`config.mk`:
```
export PLATFORM = sky130hd
export DESIGN_NAME = csa_addsub_pipe
export DESIGN_NICKNAME = d
export VERILOG_FILES = /design/src/rtl/csa_addsub_pipe.sv
export SDC_FILE = /design/constraint.sdc
export NUM_CORES = 1
export LEC_CHECK = 0
export CAP_MARGIN = 25
export CORE_MARGIN = 1.5
export CORE_UTILIZATION = 40
export CTS_BUF_LIST = sky130_fd_sc_hd__clkbuf_4
export CTS_CLUSTER_SIZE = 28
export DETAILED_ROUTE_END_ITERATION = 8
export DONT_BUFFER_PORTS = 1
export PLACE_DENSITY = 0.55
export SLEW_MARGIN = 20
export SYNTH_ARGS = -nofsm -noshare
export SYNTH_HDL_FRONTEND = slang
export SYNTH_SLANG_ARGS = --single-unit
```
`constraint.sdc`:
```
create_clock -name clk -period 8.5 [get_ports clk]
set_input_delay 1.275 -clock clk [delete_from_list [all_inputs] [get_ports clk]]
set_output_delay 1.275 -clock clk [all_outputs]
set_load 0.05 [all_outputs]
```
`src/rtl/csa_addsub_pipe.sv`:
```
// Pipelined carry-select adder/subtractor: L = WIDTH/BLK/BPS register stages, one beat per cycle.
// Valid/ready on both sides; a stalled output freezes the whole chain and bubbles collapse.
module csa_addsub_pipe #(
  parameter int WIDTH = 32,
  parameter int BLK   = 4,
  parameter int BPS   = 2
) (
  input  logic             clk,
  input  logic             rst,
  input  logic             in_valid,
  output logic             in_ready,
  input  logic [WIDTH-1:0] a,
  input  logic [WIDTH-1:0] b,
  input  logic             sub,
  output logic             out_valid,
  input  logic             out_ready,
  output logic [WIDTH-1:0] sum,
  output logic             cout,
  output logic             ovf,
  output logic             zero
);

  localparam int NB = WIDTH / BLK;
  localparam int L  = NB / BPS;

  logic [L-1:0]     v_q, v_d;
  logic [L-1:0]     c_q, c_d;
  logic [L-1:0]     adv, load;
  logic [WIDTH-1:0] res_q [L];
  logic [WIDTH-1:0] res_d [L];
  logic [WIDTH-1:0] a_q   [L];
  logic [WIDTH-1:0] a_d   [L];
  logic [WIDTH-1:0] bx_q  [L];
  logic [WIDTH-1:0] bx_d  [L];
  logic             ovf_q, ovf_d;
  logic             zero_q, zero_d;

  // Move-forward decisions ripple from the output back to the input stage.
  always_comb begin : ctrl
    adv      = '0;
    load     = '0;
    adv[L-1] = v_q[L-1] & out_ready;
    for (int s = L - 1; s >= 1; s--) begin
      load[s]  = ~v_q[s] | adv[s];
      adv[s-1] = v_q[s-1] & load[s];
    end
    load[0] = ~v_q[0] | adv[0];
  end

  always_comb begin : datapath
    logic [WIDTH-1:0] sa;
    logic [WIDTH-1:0] sb;
    logic [WIDTH-1:0] r;
    logic             c;
    logic             sv;
    logic [BLK:0]     s0;
    logic [BLK:0]     s1;
    logic [BLK:0]     sel;
    int               p;
    int               lo;

    v_d    = v_q;
    c_d    = c_q;
    res_d  = res_q;
    a_d    = a_q;
    bx_d   = bx_q;
    ovf_d  = ovf_q;
    zero_d = zero_q;

    for (int s = 0; s < L; s++) begin
      p = (s == 0) ? 0 : s - 1;
      if (s == 0) begin
        sa = a;
        sb = b ^ {WIDTH{sub}};
        c  = sub;
        r  = '0;
        sv = in_valid;
      end else begin
        sa = a_q[p];
        sb = bx_q[p];
        c  = c_q[p];
        r  = res_q[p];
        sv = v_q[p];
      end

      // Both carry hypotheses per block; the incoming carry picks one and chains on.
      for (int j = 0; j < BPS; j++) begin
        lo  = (s * BPS + j) * BLK;
        s0  = {1'b0, sa[lo +: BLK]} + {1'b0, sb[lo +: BLK]};
        s1  = {1'b0, sa[lo +: BLK]} + {1'b0, sb[lo +: BLK]} + {{BLK{1'b0}}, 1'b1};
        sel = c ? s1 : s0;
        r[lo +: BLK] = sel[BLK-1:0];
        c   = sel[BLK];
      end

      if (load[s]) begin
        v_d[s] = sv;
      end
      if (load[s] && sv) begin
        c_d[s]   = c;
        res_d[s] = r;
        a_d[s]   = sa;
        bx_d[s]  = sb;
        if (s == L - 1) begin
          ovf_d  = (sa[WIDTH-1] == sb[WIDTH-1]) && (r[WIDTH-1] != sa[WIDTH-1]);
          zero_d = ~|r;
        end
      end
    end
  end

  always_ff @(posedge clk or posedge rst) begin
    if (rst) begin
      v_q    <= '0;
      c_q    <= '0;
      ovf_q  <= 1'b0;
      zero_q <= 1'b0;
      for (int s = 0; s < L; s++) begin
        res_q[s] <= '0;
        a_q[s]   <= '0;
        bx_q[s]  <= '0;
      end
    end else begin
      v_q    <= v_d;
      c_q    <= c_d;
      ovf_q  <= ovf_d;
      zero_q <= zero_d;
      res_q  <= res_d;
      a_q    <= a_d;
      bx_q   <= bx_d;
    end
  end

  assign in_ready  = load[0];
  assign out_valid = v_q[L-1];
  assign sum       = res_q[L-1];
  assign cout      = c_q[L-1];
  assign ovf       = ovf_q;
  assign zero      = zero_q;

endmodule

```
==> results.ini, run 1 <==
[status]
status=complete, no violations

[worst_setup_path]
critPathCapture=res_q[103]$_DFFE_PP0P_
cpMaxStageDelayCell=nand4_1
path_cells=nor2b_1 -> nand4_1 -> nand2_2 -> buf_4 -> nor2_1 -> o21ai_0 -> or3b_1
cp.depth=7
r2r_cells=7
reg2reg_from=v_q[3]$_DFFE_PP0P_
start_kind=flop
cpLargestDelayFamily=simple AND/OR/NAND/NOR gates
slowest_delay_ps=760
critical_path.startpoint=v_q[3]$_DFFE_PP0P_
r2r_slack_ps=4720
endpoint_kind=flop
critPathMaxFanout=60
crit_type=flop to flop
required_ps=8950
crit_buf_inv=1
rr_endpoint=res_q[103]$_DFFE_PP0P_
arrival_ps=4240

[yosys]
synth_xor_area_share_pct=6.40
synth_ff_type=dfrtp_1
synth_edf_count=0
yosys.area_share.simple_pct=19.9
async_flop_share_pct=100
synth-compound-area-share_pct=8.33
syn_area_mm2=0.00933
ys_seq_area_share_pct=49.9
synth_adder_area_share_pct=7.08
synth_top_family_by_area=simple AND/OR/NAND/NOR gates
synth_cells=987
syn_area_per_cell_um2=9.45
synth.distinct_cells=55
syn_nets=1104
ys_seq_elements=186
muxShareOfSynthArea_pct=3.33
yosysWarnings=0

[floorplan]
die_w_um=156
die_y_um=156
fp.coreArea_mm2=0.0228
dieArea_mm2=0.0243
io_pins=106
start_util_pct=41.0
row_count=55

[final_layout]
area.growth.synth_to_final_pct=3.77
fin_util_pct=42.5
layout_commonest_cell=nand2_1
drive_above_1_share_pct=8.21
finalInstanceArea_mm2=0.00968
nets=1055
final_cells=1264
nFillCells=2282
final_cell_mix=nand2_1, dfrtp_1, o21ai_0, xnor2_1, ha_1

[drt]
drc=0
vias=6046
ant_nets=0
vias_per_cell=4.78
routed_wl_um=18600
dr.pass1.iters=4
wl_per_cell_um=14.7
drt-initial-drc-count=329

[cts]
hold_buffers=0
postCtsSetupBuffers=0
cts_max_level=4
cts_resized=0
cts_tree=built
cts-buffers-inserted=17
insertion_delay_ps=560
cts.sinks=186
clock_path_buffers=2
cts-root-buf=clkbuf_4
clk_pin_slew_ps=140

[timing]
hold_violations=0
setup_tns_ps=0
setup_violations=0
fin_crit_sh_pct=44.5
rsz0062_at_grt=no
finalWorstSetupSlack_ps=4720
slew-limit-headroom_pct=41.5
period_minus_slack_ps=3780
tightestPinTransition_ps=875
drv_slew=0
fmax_ghz=0.264
fin_skew_ps=26.2

[placed_design]
port_buffers=0
dp_worst_setup_slack_ps=4140
dp_cells=1232
gp_congestion=0.752
hpwl_um=13400
dpl_cell_area_mm2=0.00939

[global_routing]
grt_max_degree=97
grt_pass1_vias=5804
grt_overflow=0
antenna_found_initial=1
grt_pass1_wl_um=31100
grt_usage_pct=16.1

[power]
vdd_ir_drop_max_mv=0.0966
leakage_nw=4.80
powerDensity_mw_per_mm2=311

[worst_hold_path]
hold_class=flop to flop

[job]
max_cap_violations=0

## metal layers
| metal | global-route usage (%) | share of wire (%) | vias to the layer above | wire length, µm |
|---|---|---|---|---|
| met3 | 5.19 | 6.1 | 9 | 1140 |
| met4 | 3.81 | 0.73 | 0 | 136 |
| li1 | - | - | 3136 | - |
| met1 | 25.1 | 54 | 2793 | 9980 |
| met2 | 21.4 | 39 | 108 | 7330 |
| met5 | 0 | 0 | - | 0 |
## cell usage after synthesis, drive strengths merged, types with 7 or more instances
| cell type | instances | share of area (%) |
|---|---|---|
| ha | 40 | 5.4 |
| xnor2 | 41 | 3.8 |
| a21oi | 21 | 1.1 |
| buf | 42 | 3.1 |
| fa | 8 | 1.7 |
| a21o | 19 | 1.5 |
| xor2 | 22 | 2.1 |
| nand3 | 13 | 0.70 |
| nand2 | 354 | 14 |
| nor2 | 23 | 0.93 |
| and3 | 9 | 0.71 |
| clkbuf | 35 | 1.4 |
| inv | 14 | 0.56 |
| mux2 | 24 | 2.9 |
| o21ai | 49 | 2.6 |
| nor4 | 7 | 0.47 |
| nand4 | 13 | 0.87 |
| dfrtp | 186 | 50 |
## layout make-up
cell class / count / area, µm² / share of cell area [%]
antenna: 1 / 2.50 / 0.0258
clock buffer: 19 / 143 / 1.47
tap: 313 / 392 / 4.04
clock inverter: 12 / 149 / 1.54
inverter: 14 / 57.6 / 0.594
timing repair buffer: 9 / 75.1 / 0.775
sequential: 186 / 4650 / 48.1
multi-input combinational: 710 / 4210 / 43.5
## how the worst min path moves through the flow
stage	start	endpoint	slack, ps	cells after the start
after floorplan	res_q[103]$_DFFE_PP0P_	res_q[71]$_DFFE_PP0P_	430	2
after global placement	res_q[67]$_DFFE_PP0P_	datapath.r[3]$_DFFE_PP0P_	450	2
after detailed placement	res_q[67]$_DFFE_PP0P_	datapath.r[3]$_DFFE_PP0P_	450	2
after CTS	res_q[67]$_DFFE_PP0P_	datapath.r[3]$_DFFE_PP0P_	480	2
after global routing	a_q[90]$_DFFE_PP0P_	datapath.sa[26]$_DFFE_PP0P_	510	2
final	res_q[67]$_DFFE_PP0P_	datapath.r[3]$_DFFE_PP0P_	480	2
## state kept, by name, summed over array words and instances, names as in the netlist
| register | flops |
|---|---|
| sum | 32 |
| bx_q | 40 |
| res_q | 24 |
| datapath.r | 24 |
| v_q | 4 |
| ovf | 1 |
| zero | 1 |
| datapath.sa | 8 |
| c_q | 4 |
| a_q | 40 |
| datapath.sb | 8 |
## cell families (layout without fill, tap and decap cells)
logic type	count (synthesis)	after routing
XOR/XNOR	65	65
AO/OA/AOI/OAI	122	122
multiplexers	28	28
other	0	1
flip-flops	186	186
buffers and inverters	91	54
adder cells (fa/ha/maj)	48	48
AND/OR/NAND/NOR	447	447
## through the flow
step	hold slack, ps	total power [W]
2_1_floorplan	430	0.00242
4_1_cts	480	0.00304
6_report	480	0.00301
3_3_place_gp	449	0.00251
5_1_grt	506	0.00324
3_5_place_dp	450	0.00254
## where the power goes
part	total, W	leakage, nW	switching, W	internal, W
logic	0.000869	2.35	0.000470	0.000399
registers	0.00164	2.29	0.000485	0.00115
clock network	0.000504	0.160	0.000295	0.000209
## worst register-to-register path, stage by stage, from the launching register on
cell and delay (ps):
dfrtp_1 670, nor2b_1 440, nand4_1 760, nand2_2 730
buf_4 550, nor2_1 100, o21ai_0 80, or3b_1 350
Power figures use the tool's default switching activity.
==> run 2, diff against run 1 <==
--- a/config.mk
+++ b/config.mk
@@ -12,7 +12,7 @@
 export CTS_CLUSTER_SIZE = 28
 export DETAILED_ROUTE_END_ITERATION = 8
 export DONT_BUFFER_PORTS = 1
-export PLACE_DENSITY = 0.55
+export PLACE_DENSITY = 0.57
 export SLEW_MARGIN = 20
 export SYNTH_ARGS = -nofsm -noshare
 export SYNTH_HDL_FRONTEND = slang
==> constraint.sdc (replaced) <==
create_clock -name clk -period 3.3 [get_ports clk]
set_input_delay 0.495 -clock clk [delete_from_list [all_inputs] [get_ports clk]]
set_output_delay 0.495 -clock clk [all_outputs]
set_load 0.05 [all_outputs]
==> results.ini, run 2 (synthesis gave the netlist of run 1 again) <==
[worst_setup_path]
critical_path.startpoint=datapath.sa[24]$_DFFE_PP0P_
critPathMaxFanout=6  ; -90%
cpMaxStageDelayCell=xnor2_1
cpLargestDelayFamily=compound AO/OA/AOI/OAI gates
required_ps=3750  ; -5200 ps
start_kind=flop
slowest_delay_ps=420  ; -340 ps
path_cells=ha_1 -> fa_1 -> xnor2_1 -> nor2_1 -> a311o_1 -> a211oi_2 -> xor2_1 -> o21ai_1
arrival_ps=3030  ; -1210 ps
crit_buf_inv=0  ; -1
crit_type=flop to flop
reg2reg_from=datapath.sa[24]$_DFFE_PP0P_
endpoint_kind=flop

[drt]
drc=0  ; unchanged
drt-initial-drc-count=432  ; +31%
ant_nets=0  ; unchanged
wl_per_cell_um=14.3  ; -3.0%
dr.pass1.iters=5  ; +1
vias=6155  ; +1.8%
routed_wl_um=18400  ; -0.97%
vias_per_cell=4.77  ; -0.33%

[global_routing]
grt_max_degree=88  ; -9.3%
grt_pass1_vias=6070  ; +4.6%
grt_pass1_wl_um=31300  ; +0.69%
grt_usage_pct=16.1  ; about the same
antenna_found_initial=2  ; +1
grt_overflow=0  ; unchanged

[floorplan]
die_y_um=156  ; unchanged
start_util_pct=41.0  ; unchanged
row_count=55  ; unchanged
dieArea_mm2=0.0243  ; unchanged
fp.coreArea_mm2=0.0228  ; unchanged
io_pins=106  ; unchanged
die_w_um=156  ; unchanged

[timing]
fmax_ghz=0.388  ; +47%
rsz0062_at_grt=no
tightestPinTransition_ps=643  ; -232 ps
fin_skew_ps=20.9  ; -5.27 ps
period_minus_slack_ps=2580  ; -1210 ps
setup_violations=0  ; unchanged
drv_slew=0  ; unchanged
hold_violations=0  ; unchanged
finalWorstSetupSlack_ps=722  ; -3990 ps
fin_crit_sh_pct=78.1  ; +34 points
slew-limit-headroom_pct=57.1  ; +16 points
setup_tns_ps=0  ; unchanged

[placed_design]
hpwl_um=13300  ; -0.66%
port_buffers=0  ; unchanged
dp_worst_setup_slack_ps=389  ; -3750 ps
gp_congestion=0.766  ; +1.9%

[power]
power_switching_w=0.00324  ; +160%
pwr-share-seq_pct=55.1  ; +0.7 points
powerDensity_mw_per_mm2=772  ; +150%
vdd_ir_drop_max_mv=0.223  ; +130%
power.share.clock_pct=15.3  ; -1.4 points
sw_frac_of_total_pct=42.4  ; +0.92 points
power_w=0.00764  ; +150%
leakage_nw=4.88  ; +1.6%
p_int_w=0.00440  ; +150%
p_comb_share_pct=29.5  ; +0.6 points

[final_layout]
final_cell_mix=nand2_1, dfrtp_1, o21ai_0, xnor2_1, ha_1
layout_commonest_cell=nand2_1
drive_above_1_share_pct=8.50  ; +0.29 points
nFillCells=2260  ; -0.96%
ff_latch_area_mm2=0.00465  ; unchanged
multiInputGateArea_mm2=0.00421  ; unchanged
area.growth.synth_to_final_pct=6.17
nets=1080  ; +2.4%
fin_util_pct=43.5  ; +0.98 points

[cts]
cts-root-buf=clkbuf_4
cts_resized=0  ; unchanged
clock_path_buffers=2  ; unchanged
clk_pin_slew_ps=150  ; about the same
insertion_delay_ps=560  ; about the same
cts.sinks=186  ; unchanged
cts_tree=built
cts-buffers-inserted=17  ; unchanged
cts_max_level=4  ; unchanged
postCtsSetupBuffers=0  ; unchanged

[status]
status=complete, no violations

[worst_hold_path]
worstHoldStart=a[13]
hold_class=primary input to flop

[job]
max_cap_violations=0  ; unchanged

[run 2: cell types whose count changed in the layout (fill, tap and decap cells not counted), moves of 2 or more]
cell,change
clkinvlp_4,+4
buf_4,+3
bufinv_16,-2
buf_12,+2
dlygate4sd3_1,+21
[run 2: path summary, 6_finish.rpt]
check,endpoint,slack (ps),cells past startpoint
max in group asynchronous,a_q[80]$_DFFE_PP0P_,1970,3
max reg2reg,c_q[3]$_DFFE_PP0P_,720,8
max,c_q[3]$_DFFE_PP0P_,720,8
min,a_q[109]$_DFFE_PP0P_,50,2
min reg2reg,datapath.r[10]$_DFFE_PP0P_,480,2
min in group asynchronous,sum[10]$_DFFE_PP0P_,470,2
[run 2: repair_timing]
action / in CTS / in global routing
hold buffers: 21 / 0
hold endpoints to repair: 44 / 0
setup endpoints to repair: 0 / 0
[run 2: stage by stage]
step	instance area, µm²	hold WS (ps)	cells
global placement	9430	452	1236
floorplan	9340	430	987
detailed placement	9430	446	1236
global route	9910	2.04	1291
finish	9910	51.3	1291
CTS	9900	11.3	1289
[run 2: power by group through the flow]
stage                     Clock [W]  Sequential (W)  Combinational [W]
after global placement            0         0.00427            0.00222
final                       0.00117         0.00421            0.00226
after global routing        0.00131         0.00434            0.00262
after floorplan                   0         0.00337            0.00286
after CTS                   0.00122         0.00423            0.00229
after detailed placement          0         0.00429            0.00225
[run 2: area by class of cell]
cell class                      instances  area share (%)
Clock inverter                         14            1.23
Inverter                               14           0.568
Timing Repair Buffer                   34            3.36
Antenna cell                            2          0.0505
Tap cell                              313            3.95
Sequential cell                       186            47.0
Multi-Input combinational cell        710            42.5
Clock buffer                           18            1.36
[run 2: routing by layer]
| layer | share of wire [%] | up-vias | GRT usage, % |
|---|---|---|---|
| met5 | 0 | - | 0 |
| met4 | 1.2 | 0 | 4.58 |
| met3 | 5.5 | 11 | 4.06 |
| met2 | 41 | 114 | 23.0 |
| met1 | 52 | 2848 | 24.1 |
| li1 | - | 3182 | - |
==> run 3, diff against run 2 <==
--- a/config.mk
+++ b/config.mk
@@ -12,7 +12,7 @@
 export CTS_CLUSTER_SIZE = 28
 export DETAILED_ROUTE_END_ITERATION = 8
 export DONT_BUFFER_PORTS = 1
-export PLACE_DENSITY = 0.57
+export PLACE_DENSITY = 0.55
 export SLEW_MARGIN = 20
 export SYNTH_ARGS = -nofsm -noshare
 export SYNTH_HDL_FRONTEND = slang
==> constraint.sdc (replaced) <==
create_clock -name clk -period 2.6 [get_ports clk]
set_input_delay 0.39 -clock clk [delete_from_list [all_inputs] [get_ports clk]]
set_output_delay 0.39 -clock clk [all_outputs]
set_load 0.05 [all_outputs]
==> results.ini, run 3 (synthesis gave the netlist of run 1 again) <==
[global_routing]
grt_overflow=0  ; unchanged
grt_pass1_wl_um=32100  ; +2.5%
antenna_found_initial=1  ; -1
grt_usage_pct=16.6  ; +0.46 points
grt_pass1_vias=6162  ; +1.5%
grt_max_degree=106  ; +20%

[power]
powerDensity_mw_per_mm2=970  ; +26%
vdd_ir_drop_max_mv=0.325  ; +46%
leakage_nw=5.16  ; +5.8%

[final_layout]
final_cell_mix=nand2_1, dfrtp_1, dlygate4sd3_1, o21ai_0, xnor2_1
fin_util_pct=46.5  ; +3.0 points
layout_commonest_cell=nand2_1
drive_above_1_share_pct=11.0  ; +2.5 points
nets=1132  ; +4.8%
area.growth.synth_to_final_pct=13.6

[drt]
vias=6383  ; +3.7%
drc=0  ; unchanged
ant_nets=0  ; unchanged
dr.pass1.iters=4  ; -1
routed_wl_um=19100  ; +3.8%
wl_per_cell_um=14.2  ; -0.13%
drt-initial-drc-count=353  ; -18%
vias_per_cell=4.76  ; -0.24%

[timing]
slew-limit-headroom_pct=53.6  ; -3.5 points
fmax_ghz=0.404  ; +4.2%
fin_skew_ps=23.0  ; +2.10 ps
drv_slew=0  ; unchanged
period_minus_slack_ps=2470  ; -103 ps
tightestPinTransition_ps=696  ; +53.1 ps
finalWorstSetupSlack_ps=125  ; -597 ps
hold_violations=0  ; unchanged
fin_crit_sh_pct=95.2  ; +17 points
setup_violations=0  ; unchanged

[floorplan]
dieArea_mm2=0.0243  ; unchanged
row_count=55  ; unchanged
io_pins=106  ; unchanged
die_w_um=156  ; unchanged
fp.coreArea_mm2=0.0228  ; unchanged
die_y_um=156  ; unchanged
start_util_pct=41.0  ; unchanged

[cts]
cts_max_level=4  ; unchanged
cts.sinks=186  ; unchanged
insertion_delay_ps=560  ; about the same
clk_pin_slew_ps=150  ; about the same
cts-root-buf=clkbuf_4
clock_path_buffers=2  ; unchanged
cts-buffers-inserted=17  ; unchanged
cts_tree=built

[placed_design]
hpwl_um=13400  ; +0.17%
gp_congestion=0.788  ; +3.0%
dp_worst_setup_slack_ps=5.97  ; -383 ps
port_buffers=0  ; unchanged

[worst_setup_path]
critPathMaxFanout=9  ; +3
arrival_ps=2940  ; -90 ps
endpoint_kind=flop
crit_type=flop to flop
start_kind=flop
required_ps=3070  ; -680 ps

[status]
status=complete, no violations

[job]
max_cap_violations=0  ; unchanged

[worst_hold_path]
hold_class=primary input to flop

run 3: cell types whose count changed in the layout (fill, tap and decap cells not counted), moves of 3 or more:
cell,delta
ha_2,+4
dlygate4sd3_1,+44
bufinv_16,+3
ha_1,-4
buf_4,+6
run 3: cell type report:
cell class              instances  area (µm²)
diodes                          1        2.50
clock buffers                  18         135
clock inverters                14         190
fillers                      2189       12200
inverters                      14        56.3
multi-input cells             710        4310
flip-flops and latches        186        4650
well taps                     313         392
repair buffers                 86         858
run 3: worst paths after layout:
check                                       from                          end  slack (ps)  cells past startpoint
max                         a_q[104]$_DFFE_PP0P_        res_q[78]$_DFFE_PP0P_         130                      7
max in group asynchronous                    rst  datapath.sb[24]$_DFFE_PP0P_        1620                      3
min reg2reg                res_q[67]$_DFFE_PP0P_    datapath.r[3]$_DFFE_PP0P_         470                      2
min                                        b[21]        bx_q[117]$_DFFE_PP0P_          40                      2
max reg2reg                 a_q[104]$_DFFE_PP0P_        res_q[78]$_DFFE_PP0P_         130                      7
min in group asynchronous                    rst           sum[8]$_DFFE_PP0P_         180                      2
run 3: per-layer routing:
layer | up-vias | wire [µm] | track usage [%]
met5 | - | 0 | 0
met4 | 0 | 238 | 4.44
met3 | 17 | 997 | 4.11
met2 | 120 | 7810 | 23.2
met1 | 2951 | 10100 | 25.4
li1 | 3295 | - | -
run 3: repair_timing:
item,in CTS,in global routing
hold endpoints to repair,231,2
setup buffers,0,4
resized for setup,0,16
hold buffers,61,4
endpoints found under the setup margin,0,11
run 3: metrics by stage:
step / hold slack (ps) / std cells / power (W) / TNS (ps) / area (µm²)
finish: 38.9 / 1342 / 0.0103 / 0 / 10600
global route: 2.03 / 1342 / 0.0111 / -47.5 / 10600
CTS: 1.69 / 1333 / 0.0103 / 0 / 10500
detailed placement: 169 / 1240 / 0.00839 / 0 / 9530
global placement: 169 / 1240 / 0.00832 / 0 / 9530
floorplan: 430 / 987 / 0.00792 / -34220 / 9400
run 3: report_power, final:
| group | internal [W] | switching (W) | total [W] |
|---|---|---|---|
| combinational | 0.00151 | 0.00166 | 0.00317 |
| clock | 0.000778 | 0.00100 | 0.00178 |
| sequential | 0.00376 | 0.00158 | 0.00534 |
| total | 0.00605 | 0.00423 | 0.0103 |
run 3: critical path: stages, from the launching register on:
cell	delay [ps]
dfrtp_1	410
ha_1	230
fa_1	530
ha_1	180
nand3_1	120
or3_4	450
and3_4	200
a221o_1	280
